===== src/rtl/fetch_queue_pkg.sv =====
// Shared types for the fetch queue: instruction word type and line word extraction.
// Latency: n/a (types and a pure function only).
// Backpressure: n/a.
package FetchQueueTypes;

  localparam int INSN_WIDTH = 32;

  // Upper bound on line width accepted by line_word; callers zero-extend
  // their line to this width so the helper stays parameter-independent.
  localparam int MAX_LINE_WIDTH = 1024;

  typedef logic [INSN_WIDTH-1:0] insn_t;

  // Word idx of a line, word 0 in the least significant bits.
  function automatic insn_t line_word(input logic [MAX_LINE_WIDTH-1:0] line,
                                      input int unsigned idx);
    return line[idx*INSN_WIDTH +: INSN_WIDTH];
  endfunction

endpackage


===== src/rtl/fetch_queue_ram.sv =====
// Entry storage for the fetch queue: DEPTH registers, one write port, async read.
// Latency: write visible on the read port the cycle after the write edge.
// Backpressure: none; the owner only writes slots it knows are free.
// Ports: clk/rst_n clock and async active-low reset (clears contents);
//        we/waddr/wdata write port; raddr/rdata combinational read port.
module fetch_queue_ram #(
  parameter int DEPTH = 4,
  parameter int WIDTH = 161,
  parameter int AW    = $clog2(DEPTH)
) (
  input  logic             clk,
  input  logic             rst_n,
  input  logic             we,
  input  logic [AW-1:0]    waddr,
  input  logic [WIDTH-1:0] wdata,
  input  logic [AW-1:0]    raddr,
  output logic [WIDTH-1:0] rdata
);

  logic [WIDTH-1:0] mem [DEPTH];

  always_ff @(posedge clk or negedge rst_n) begin
    if (!rst_n) begin
      for (int i = 0; i < DEPTH; i++) begin
        mem[i] <= '0;
      end
    end else if (we) begin
      mem[waddr] <= wdata;
    end
  end

  assign rdata = mem[raddr];

endmodule


===== src/rtl/fetch_queue.sv =====
// Decoupling queue of fetched i-cache lines, handed out one instruction word per handshake.
// Latency: a line enqueued at edge N is presented at N+1 (no combinational bypass).
// Backpressure: enqReady drops when DEPTH lines are held (no same-cycle pop bypass); deqReady=0 stalls.
// Ports: clk/rst_n clock and async active-low reset; flush discards everything queued;
//        enqValid/enqReady/enqPc/enqLine/enqFault line input; deqValid/deqReady/deqPc/
//        deqInsn/deqFault word output; occupancy = number of lines held.
module fetch_queue
  import FetchQueueTypes::*;
#(
  parameter int DEPTH      = 4,
  parameter int LINE_WIDTH = 128,
  parameter int ADDR_WIDTH = 32
) (
  input  logic                       clk,
  input  logic                       rst_n,
  input  logic                       flush,
  input  logic                       enqValid,
  output logic                       enqReady,
  input  logic [ADDR_WIDTH-1:0]      enqPc,
  input  logic [LINE_WIDTH-1:0]      enqLine,
  input  logic                       enqFault,
  output logic                       deqValid,
  input  logic                       deqReady,
  output logic [ADDR_WIDTH-1:0]      deqPc,
  output logic [INSN_WIDTH-1:0]      deqInsn,
  output logic                       deqFault,
  output logic [$clog2(DEPTH+1)-1:0] occupancy
);

  localparam int WORDS = LINE_WIDTH / INSN_WIDTH;
  localparam int OFFW  = $clog2(WORDS);
  localparam int PW    = $clog2(DEPTH);
  localparam int CW    = $clog2(DEPTH+1);
  localparam int EW    = ADDR_WIDTH + LINE_WIDTH + 1;

  logic [PW-1:0]         head, tail;
  logic [CW-1:0]         count;
  logic                  headFirst;
  logic [OFFW-1:0]       wordIdx;

  logic [EW-1:0]         headEntry;
  logic [ADDR_WIDTH-1:0] headPc;
  logic [LINE_WIDTH-1:0] headLine;
  logic                  headFault;

  logic [OFFW-1:0]       curIdx;
  logic                  isLastWord;
  logic                  enqFire, deqFire, popFire;
  logic [ADDR_WIDTH-1:0] pcOut;

  fetch_queue_ram #(
    .DEPTH (DEPTH),
    .WIDTH (EW)
  ) u_ram (
    .clk   (clk),
    .rst_n (rst_n),
    .we    (enqFire),
    .waddr (tail),
    .wdata ({enqPc, enqLine, enqFault}),
    .raddr (head),
    .rdata (headEntry)
  );

  assign {headPc, headLine, headFault} = headEntry;

  // The first word served from an entry comes from its PC offset; later
  // words come from the running index.
  assign curIdx     = headFirst ? headPc[OFFW+1:2] : wordIdx;
  assign isLastWord = (curIdx == OFFW'(WORDS-1));

  assign enqReady = (count != CW'(DEPTH));
  assign deqValid = (count != '0);

  // Flush suppresses both handshakes so neither can disturb the cleared state.
  assign enqFire = enqValid && enqReady && !flush;
  assign deqFire = deqValid && deqReady && !flush;
  // A faulting entry carries no usable words, so it leaves after one handshake.
  assign popFire = deqFire && (headFault || isLastWord);

  always_ff @(posedge clk or negedge rst_n) begin
    if (!rst_n) begin
      head      <= '0;
      tail      <= '0;
      count     <= '0;
      headFirst <= 1'b1;
      wordIdx   <= '0;
    end else if (flush) begin
      head      <= '0;
      tail      <= '0;
      count     <= '0;
      headFirst <= 1'b1;
      wordIdx   <= '0;
    end else begin
      if (enqFire) begin
        tail <= tail + 1'b1;
      end
      if (popFire) begin
        head <= head + 1'b1;
      end
      count <= count + CW'(enqFire) - CW'(popFire);
      if (popFire) begin
        headFirst <= 1'b1;
        wordIdx   <= '0;
      end else if (deqFire) begin
        headFirst <= 1'b0;
        wordIdx   <= curIdx + 1'b1;
      end
    end
  end

  always_comb begin
    pcOut            = headPc;
    pcOut[OFFW+1:2]  = curIdx;
    pcOut[1:0]       = 2'b00;
  end

  assign deqPc     = pcOut;
  assign deqInsn   = line_word(MAX_LINE_WIDTH'(headLine), 32'(curIdx));
  assign deqFault  = headFault;
  assign occupancy = count;

endmodule


===== config.mk =====
export PLATFORM = sky130hd
export DESIGN_NAME = fetch_queue
export DESIGN_NICKNAME = d
export VERILOG_FILES = /design/src/rtl/fetch_queue_pkg.sv /design/src/rtl/fetch_queue_ram.sv /design/src/rtl/fetch_queue.sv
export SDC_FILE = /design/constraint.sdc
export NUM_CORES = 1
export LEC_CHECK = 0
export ABC_CLOCK_PERIOD_IN_PS = 8600
export BUFFER_PORTS_ARGS = -buffer_cell sky130_fd_sc_hd__buf_2
export CAP_MARGIN = 20
export CORE_MARGIN = 8
export CORE_UTILIZATION = 35
export DETAILED_ROUTE_END_ITERATION = 7
export GPL_TIMING_DRIVEN = 0
export PLACE_DENSITY_LB_ADDON = 0.15
export SLEW_MARGIN = 5
export SYNTH_ARGS = -nofsm -noshare
export SYNTH_HDL_FRONTEND = slang
export SYNTH_HIERARCHICAL = 1
export SYNTH_SLANG_ARGS = --single-unit

===== constraint.sdc =====
create_clock -name clk -period 8.6 [get_ports clk]
set_clock_uncertainty 0.15 [all_clocks]
set_input_delay 0.43 -clock clk [delete_from_list [all_inputs] [get_ports clk]]
set_output_delay 0.43 -clock clk [all_outputs]
set_load 0.01 [all_outputs]

=== Word level (Yosys, flattened, before mapping) ===
Index checks and enable logic that the tools add are counted.
Widths: inputs -> output; s select.

* Shifts and indexed selects: 1
* Add/subtract/negate cells: 5
* Bitwise gates (word level): 2
* Magnitude comparators: 3
* Reductions and logical operators: 12
* Muxes and demuxes: 18
* Eq/ne operators: 2

{| class="wikitable"
|+ Operators by type and width
! cell !! number
|-
| $shiftx 1024x8->32 || 1
|-
| $bwmux 644 || 1
|-
| $mux 161 || 3
|-
| $bmux 161 s2 || 1
|-
| $demux 161 s2 || 1
|-
| $mux 2 || 8
|-
| $add 2x1->2 const B || 3
|-
| $ge 3x3->1 const B || 2
|-
| $logic_and 1x1->1 || 6
|-
| $not 2->3 || 2
|-
| $reduce_bool 3->1 || 2
|-
| $reduce_bool 2->1 || 2
|-
| $add 3x1->3 || 1
|-
| $lt 3x1->1 const B || 1
|-
| $mux 1 || 3
|-
| $mux 3 || 1
|-
| $ne 3x3->1 const B || 1
|-
| $sub 3x1->3 || 1
|-
| $eq 2x2->1 const B || 1
|-
| $logic_not 1->1 || 1
|-
| $logic_or 1x1->1 || 1
|}

* Word-level logic and storage cells: 52
* Output and inout bits: 70
* Input port bits: 166
* Bits in registers: 654

=== Longest topological paths before layout ===
Gate-level depths: netlist of the first run.

* Depth after elaboration: 10
* Gate-level depth with buffers: 19
* Depth with buffers taken out: 14

=== Cells and area by module ===
Netlist of the first run, hierarchy kept.

{| class="wikitable"
|+ Modules (own cells, without submodules)
! module !! seq. area each (µm²) !! cells each !! area each (µm²) !! instances
|-
| fetch_queue_ram || 16115.5 || 1560 || 27806.7 || 1
|-
| fetch_queue || 251.5 || 168 || 1676.6 || 1
|}

=== Least setup slack after synthesis of the first run ===
Ideal clock, no wire load.

* Path type: reg2reg
* Start point: reg head[0]
* End point: reg count[2] (netlist: occupancy[2])
* Arrival: 3770 ps
* Path buffers: 4
* Stages on the path, launching flop included: 19
* Setup slack: 4594 ps
* Data required time: 8364 ps
* Cells stage by stage: dfrtp_1 -> buf_2 -> buf_6 -> buf_6 -> mux4_2 -> mux2i_2 -> buf_4 -> inv_1 -> ha_1 -> nor2_1 -> nor3_1 -> ha_1 -> inv_1 -> ha_1 -> inv_1 -> fa_1 -> xor2_1 -> and2_1 -> nor3_1

* Word-level cells in the longest chain between the ends: 10

{| class="wikitable"
|+ Ends and longest elaborated chain
! element !! RTL line !! text
|-
| start, declared || fetch_queue.sv:36 || <nowiki>logic [PW-1:0] head, tail;</nowiki>
|-
| start signal, assigned || fetch_queue.sv:98 || <nowiki>head <= head + 1'b1;</nowiki>
|-
| $not 2->3 (not written as such) || fetch_queue_ram.sv:32 || <nowiki>assign rdata = mem[raddr];</nowiki>
|-
| $bmux 161 s2 || fetch_queue_ram.sv:32 ||
|-
| $mux 161 (not written as such) (2 in series) || fetch_queue_ram.sv:32 ||
|-
| via headEntry[132] || fetch_queue.sv:41 || <nowiki>logic [EW-1:0] headEntry;</nowiki>
|-
| $mux 2 || fetch_queue.sv:68 || <nowiki>assign curIdx = headFirst ? headPc[OFFW+1:2] : wordIdx;</nowiki>
|-
| via deqPc[3] || fetch_queue.sv:24 || <nowiki>output logic [ADDR_WIDTH-1:0] deqPc,</nowiki>
|-
| $eq 2x2->1 || fetch_queue.sv:69 || <nowiki>assign isLastWord = (curIdx == OFFW'(WORDS-1));</nowiki>
|-
| $logic_or 1x1->1 || fetch_queue.sv:78 || <nowiki>assign popFire = deqFire && (headFault || isLastWord);</nowiki>
|-
| $logic_and 1x1->1 || fetch_queue.sv:78 ||
|-
| $sub 3x1->3 || fetch_queue.sv:100 || <nowiki>count <= count + CW'(enqFire) - CW'(popFire);</nowiki>
|-
| $mux 3 || fetch_queue.sv:87 || <nowiki>end else if (flush) begin</nowiki>
|-
| end signal, assigned || fetch_queue.sv:100 ||
|-
| end, declared || fetch_queue.sv:37 || <nowiki>logic [CW-1:0] count;</nowiki>
|}

The timed path passes the listed nets, and every way through them passes these cells. The select of a mux whose other input is x is not followed.
A chain may end at the register's enable or synchronous reset.

=== Worst setup path after layout of the first run ===
* Start point: reg head[1]
* End point: reg count[2] (netlist: occupancy[2])

* Word-level cells in the longest chain between the ends: 10

{| class="wikitable"
|+ Ends and longest elaborated chain
! element !! RTL line
|-
| $not 2->3 (not written as such) || fetch_queue_ram.sv:32
|-
| $bmux 161 s2 || fetch_queue_ram.sv:32
|-
| $mux 161 (not written as such) (2 in series) || fetch_queue_ram.sv:32
|-
| via headEntry[131] || fetch_queue.sv:41
|-
| $mux 2 || fetch_queue.sv:68
|-
| $eq 2x2->1 || fetch_queue.sv:69
|-
| $logic_or 1x1->1 || fetch_queue.sv:78
|-
| $logic_and 1x1->1 || fetch_queue.sv:78
|-
| $sub 3x1->3 || fetch_queue.sv:100
|-
| $mux 3 || fetch_queue.sv:87
|}

The timed path passes the listed nets, and every way through them passes these cells. The select of a mux whose other input is x is not followed.

==> results.md, run 1 <==
* Outcome: finished clean
* DR pass1 iterations at 4
* Worst IR drop on VDD at ~0.16 mV
* Drt drc at 0
* Pint at approximately 9 mW
* Slew @ Worst Pin at between 0.9 and 1 ns
* Post-Syn Area at between 0.02 and 0.03 mm²
* Commonest non-fill, non-tap cell in the layout: dfrtp_1
* Avg Cell Area, Syn at ~17 µm²
* Crit path max fanout at 11
* P_leak at between 15 and 20 nW
* Die ar. at 0.09277 mm²
* CTS tree: done
* Routability cong. at ~0.75
* CTS max path bufs at 3
* R2R depth at 19
* Row cnt at around 110
* Net Switching at 4.124 mW
* Setup crit start kind: flop
* Non-filler cells, final at about 3300
* Top Family by Delay on Critical Path: buffers and inverters
* Power density cells at 363.5 mW/mm²
* Met3 Use GR at under 10%
* H-tree levels at 3
* CTS Buf Count at 76
* Wirelength per Cell at 24.11 µm
* Synth Instances at between 1500 and 2000
* Clock-pin slew on the worst setup and hold paths at ~0.060 ns
* Worst-Skew Late Latency at 0.60 ns
* GR Util met2 at between 20% and 30%
* Vias after detailed routing at 16860
* Crit path max-delay cell type: clkbuf_1
* Sum Neg Setup Slack at 0 ns
* Final Cell Area at about 0.036 mm²
* Top Ports at 236
* Hold Path Class: input pin to flop
* Switching share of power at between 30% and 40%
* Final wirelength at 80200 µm
* Final hold violations at 0
* Power share of the combinational group at a little under two fifths
* Clock Root Buffer: clkbuf_16
* WS Path Type: flop to flop
* Layout cells sized above 1 at 54.51%
* Largest net degree at the start of global routing at between 100 and 150
* Layout Nets at around 2400
* Die Span X at slightly above 300 µm
* Post-DP Area at roughly 0.032 mm²
* Initial core utilization at a little over a third
* Max-cap viol count at 0
* First-pass GRT wire length at roughly 120000 µm
* Final setup viols at 0
* Tcrit/Tclk final at between 60% and 70%
* Hold path cells at 3
* Port bufs at between 200 and 250
* Worst EP required at about 9.0 ns
* Chip height at between 300 and 400 µm
* Critical path endpoint category: flop
* Final Slew Violations at 0
* Buf/Inv on CP at 8
* Number of global-route vias before repair at between 15000 and 20000
* Resized cells post-CTS at 0
* Yosys warnings at 6
* Clk pwr share at 25.1%
* Setup ws final at about 3.2 ns
* Grt peak-use layer: met2
* Commonest non-fill, non-tap cells in the layout: 645 x dfrtp_1, 596 x mux2_2, 291 x buf_2, 162 x dlygate4sd3_1, 159 x mux4_2
* Placed cells at slightly above 3000
* Crit-path cells: buf_2 > clkbuf_1 > buf_2 > mux4_2 > mux2i_2 > buf_6 > buf_8 > inv_1 > ha_1 > nor2_1 > nor3_1 > ha_1 > inv_1 > ha_1 > inv_1 > fa_1 > xor2_1 > and2_1 > nor3_1
* Final core occ at between 40% and 50%
* Post-CTS setup buffers at 0
* Core Region at 0.08302 mm²
* Gr usage total at 17.19%
* Sequential Power Share at 38.0%
* RSZ-0062 raised after global routing: no
* Pre-CTS WS at just over 3 ns
* CP Depth at 19
* Iter 0 DRT Violations at between 600 and 700
* Syn-to-layout area delta at 23.43%
* Rel. slew slack at slightly below 40%
* WP data arrival at roughly 5.8 ns
* Remaining Overflow, GRT at 0
* Power consumption at 13.08 mW
* Hold Slack at between 0.06 and 0.07 ns
* Detailed Place HPWL at roughly 56000 µm
* Antenna Nets Post-Route at 0
* GR Layer Usage met1 at 22.25%
* Initial antenna violation count at 14
* Worst path max stage delay at ~0.70 ns
* Fmax at ~190 MHz
* Clock sink total at roughly 650
* Crit path time final at roughly 5.4 ns
* Vias/cell at 5.069
## worst reg2reg max path, cell delays in order (launching register included)
cell,delay (ns)
dfrtp_1,0.35
buf_2,0.31
clkbuf_1,0.72
buf_2,0.41
mux4_2,0.39
mux2i_2,0.38
buf_6,0.30
buf_8,0.23
inv_1,0.10
ha_1,0.21
nor2_1,0.28
nor3_1,0.11
ha_1,0.29
inv_1,0.05
ha_1,0.13
inv_1,0.05
fa_1,0.37
xor2_1,0.16
and2_1,0.17
nor3_1,0.13
## power groups by stage
stage / combinational [mW] / clock, mW / sequential (mW)
after floorplan: 3.28 / 0 / 4.78
after global placement: 4.78 / 0 / 4.93
after detailed placement: 4.88 / 0 / 5.01
after CTS: 4.96 / 3.39 / 4.97
after global routing: 5.21 / 3.50 / 5.14
final: 4.83 / 3.28 / 4.97
## registers in the layout, summed over array words and instances, names as in the netlist
register,count
u_ram/mem,636
occupancy,3
head,2
tail,2
wordIdx,2
headFirst,1
## repair_timing
| item | 4_1_cts | 5_1_grt |
|---|---|---|
| hold endpoints to repair | 745 | 0 |
| hold buffers | 162 | 0 |
| endpoints found under the setup margin | 0 | 0 |
## cell type report
| cell class | instances | area [µm²] |
|---|---|---|
| clock buffer | 111 | 2260 |
| fill | 7513 | 47050 |
| sequential | 646 | 16170 |
| multi-input combinational | 938 | 12050 |
| inverter | 7 | 26.28 |
| timing repair buffer | 398 | 2925 |
| clock inverter | 18 | 270.3 |
| buffer | 120 | 913.4 |
| antenna | 8 | 20.02 |
| tap | 1080 | 1351 |
## path summary, 6_finish.rpt
kind,from,to,slack (ns)
min in group asynchronous,rst_n,u_ram/mem[594],0.32
worst min-delay path,deqReady,headFirst,0.06
max in group asynchronous,rst_n,u_ram/mem[352],5.30
worst max register to register,head[1],occupancy[2],3.21
worst max-delay path,head[1],occupancy[2],3.21
worst min register to register,u_ram/mem[270],u_ram/mem[270],0.34
## layer usage
metal / vias to the layer above / wire length (µm)
li1: 7393 / -
met5: - / 94
met2: 326 / 38600
met4: 14 / 1779
met3: 128 / 5180
met1: 8997 / 34550
(Power assumes the default switching activity.)
==> run 2, diff against run 1 <==
--- a/config.mk
+++ b/config.mk
@@ -5,7 +5,7 @@
 export SDC_FILE = /design/constraint.sdc
 export NUM_CORES = 1
 export LEC_CHECK = 0
-export ABC_CLOCK_PERIOD_IN_PS = 8600
+export ABC_CLOCK_PERIOD_IN_PS = 5200
 export BUFFER_PORTS_ARGS = -buffer_cell sky130_fd_sc_hd__buf_2
 export CAP_MARGIN = 20
 export CORE_MARGIN = 8
==> constraint.sdc (replaced) <==
create_clock -name clk -period 5.2 [get_ports clk]
set_clock_uncertainty 0.15 [all_clocks]
set_input_delay 0.26 -clock clk [delete_from_list [all_inputs] [get_ports clk]]
set_output_delay 0.26 -clock clk [all_outputs]
set_load 0.01 [all_outputs]
==> results.md, run 2 (synthesis gave the netlist of run 1 again) <==
* Outcome: finished clean (unchanged)
* Antenna Nets Post-Route at 0 (unchanged)
* Post-DP Area at 0.03181 mm² (unchanged)
* H-tree levels at 3 (unchanged)
* R2R depth at 19 (unchanged)
* Power density cells at 601.3 mW/mm² (was 363.5 mW/mm²)
* Chip height at 304.6 µm (unchanged)
* First-pass GRT wire length at 122200 µm (about the same)
* Final Slew Violations at 0 (unchanged)
* WP data arrival at 5.30 ns (was 5.76 ns)
* Final core occ at 43.35% (was 43.33%)
* Clock Root Buffer: clkbuf_16 (unchanged)
* Buf/Inv on CP at 8 (unchanged)
* Remaining Overflow, GRT at 0 (unchanged)
* Gr usage total at 17.19% (about the same)
* Die ar. at 0.09277 mm² (unchanged)
* Worst IR drop on VDD at 0.2674 mV (was 0.1623 mV)
* Tcrit/Tclk final at 94.96% (was 62.70%)
* Number of global-route vias before repair at 19080 (was 19070)
* CTS tree: done (unchanged)
* Clock sink total at 646 (unchanged)
* Setup crit start kind: flop (unchanged)
* Worst R2R Start: head[0] (was head[1])
* CP Depth at 19 (unchanged)
* Max-cap viol count at 0 (unchanged)
* Commonest non-fill, non-tap cell in the layout: dfrtp_1 (unchanged)
* Net Switching at 6.830 mW (was 4.124 mW)
* Fillers at 7508 (was 7513)
* Placed cells at 3027 (unchanged)
* WS Path Type: flop to flop (unchanged)
* Crit-path cells: clkbuf_4 > buf_6 > buf_6 > mux4_2 > mux2i_2 > buf_6 > buf_8 > inv_1 > ha_1 > nor2_1 > nor3_1 > ha_1 > inv_1 > ha_1 > inv_1 > fa_1 > xor2_1 > and2_1 > nor3_1 (was buf_2 > clkbuf_1 > buf_2 > mux4_2 > mux2i_2 > buf_6 > buf_8 > inv_1 > ha_1 > nor2_1 > nor3_1 > ha_1 > inv_1 > ha_1 > inv_1 > fa_1 > xor2_1 > and2_1 > nor3_1)
* Layout cells sized above 1 at 54.51% (unchanged)
* Critical path endpoint category: flop (unchanged)
* Vias after detailed routing at 16850 (was 16860)
* Worst setup endpoint: occupancy[2] (unchanged)
* Detailed Place HPWL at 55760 µm (unchanged)
* Worst-Skew Late Latency at 0.60 ns (about the same)
* Vias/cell at 5.067 (was 5.069)
* Critical path origin: head[0] (was head[1])
* Crit path max-delay cell type: mux4_2 (was clkbuf_1)
* Commonest non-fill, non-tap cells in the layout: 645 x dfrtp_1, 596 x mux2_2, 290 x buf_2, 163 x dlygate4sd3_1, 159 x mux4_2 (was 645 x dfrtp_1, 596 x mux2_2, 291 x buf_2, 162 x dlygate4sd3_1, 159 x mux4_2)
* Largest Register: u_ram/mem (unchanged)
* Iter 0 DRT Violations at 651 (was 644)
* CTS Buf Count at 76 (unchanged)
* Final Cell Area at 0.03599 mm² (was 0.03598 mm²)
* CTS max path bufs at 3 (unchanged)
* RSZ-0062 raised after global routing: no (unchanged)
* Syn-to-layout area delta at 23.48% (was 23.43%)
* Top Family by Delay on Critical Path: buffers and inverters (unchanged)
* R2r endpoint: occupancy[2] (unchanged)
* Post-CTS setup buffers at 0 (unchanged)
* Die Span X at 304.6 µm (unchanged)
* Worst EP required at 5.56 ns (was 8.96 ns)
* Worst path max stage delay at 0.57 ns (was 0.70 ns)
* Final setup viols at 0 (unchanged)
* Top Ports at 236 (unchanged)
* Pint at 14.81 mW (was 8.953 mW)
* Final hold violations at 0 (unchanged)
* Rel. slew slack at 39.02% (was 39.51%)
* Core Region at 0.08302 mm² (unchanged)
* Crit path max fanout at 10 (was 11)
* Layout Nets at 2357 (unchanged)
* Clk pwr share at 25.1% (about the same)
* Multi-input gate area at 0.01205 mm² (about the same)
* Drt drc at 0 (unchanged)
* P_leak at 16.18 nW (about the same)
* Non-filler cells, final at 3325 (was 3326)
* Sequential Power Share at 38.0% (about the same)
* Initial core utilization at 35.11% (unchanged)
* Fmax at 202.5 MHz (was 185.4 MHz)
* R2R Setup Slk at 0.26 ns (was 3.21 ns)
* Hold Path Class: input pin to flop (unchanged)
* Initial antenna violation count at 12 (was 14)
* Final wirelength at 80110 µm (was 80200 µm)
* Wirelength per Cell at 24.09 µm (was 24.11 µm)
* Clock-pin slew on the worst setup and hold paths at 0.06 ns (about the same)
* DR pass1 iterations at 5 (was 4)
* Reg area at 0.01617 mm² (unchanged)
* Row cnt at 106 (unchanged)
* Hold Slack at 0.05948 ns (was 0.06397 ns)
* Switching share of power at 31.56% (was 31.54%)
* Crit path time final at 4.938 ns (was 5.392 ns)
* Routability cong. at 0.7464 (unchanged)
* Largest net degree at the start of global routing at 123 (unchanged)
* Power share of the combinational group at 36.9% (about the same)
* Slew @ Worst Pin at 0.9147 ns (was 0.9074 ns)
* Flip-flop count of the largest register after layout at 636 (unchanged)
* Port bufs at 231 (unchanged)
run 2: worst min path at each step:
stage	endpoint	slack, ns	from	depth (start not counted)
2_1_floorplan	head[0]	-0.19	rst_n	0
3_3_place_gp	u_ram/mem[551]	0.31	u_ram/mem[551]	1
3_5_place_dp	u_ram/mem[594]	0.24	rst_n	1
4_1_cts	occupancy[1]	0.003	flush	3
5_1_grt	occupancy[1]	0.05	flush	3
6_report	occupancy[1]	0.06	flush	3
run 2: layout make-up:
type                       count  share of cell area, %
buffer                       119                  2.534
inverter                       7                0.07300
multi-input combinational    938                  33.49
tap                         1080                  3.754
antenna                        7                0.04867
sequential                   646                  44.92
clock inverter                18                 0.7509
clock buffer                 111                  6.278
timing repair buffer         399                  8.155
run 2: power by group through the flow:
stage / registers [mW] / logic, mW / clock network [mW]
after global placement: 8.15 / 7.90 / 0
after floorplan: 7.90 / 5.43 / 0
after detailed placement: 8.29 / 8.07 / 0
final: 8.23 / 7.99 / 5.42
after CTS: 8.22 / 8.21 / 5.60
after global routing: 8.50 / 8.63 / 5.80
run 2: worst min-delay path: stages:
cell	delay (ns)
buf_2	0.13
clkbuf_1	0.23
nor2_1	0.15
run 2: through the flow:
| stage | setup WS, ns | TNS [ns] | power (mW) |
|---|---|---|---|
| after global routing | 0.01764 | 0 | 22.92 |
| after floorplan | 1.216 | 0 | 13.33 |
| final | 0.2619 | 0 | 21.64 |
| after detailed placement | -0.3153 | -0.3641 | 16.36 |
| after global placement | -9.651 | -6139.82 | 16.06 |
| after CTS | 0.1179 | 0 | 22.03 |
run 2: what timing repair did:
| action | CTS | global route |
|---|---|---|
| gates resized for setup | 0 | 2 |
| hold endpoints to repair | 751 | 0 |
| hold buffers | 163 | 0 |
| endpoints found under the setup margin | 3 | 1 |
run 2: layer usage:
| metal | share of wire, % | global-route usage (%) |
|---|---|---|
| met1 | 43 | 22.29 |
| met2 | 48 | 28.05 |
| met3 | 6.4 | 5.158 |
| met4 | 2.2 | 4.535 |
| met5 | 0.12 | 0 |
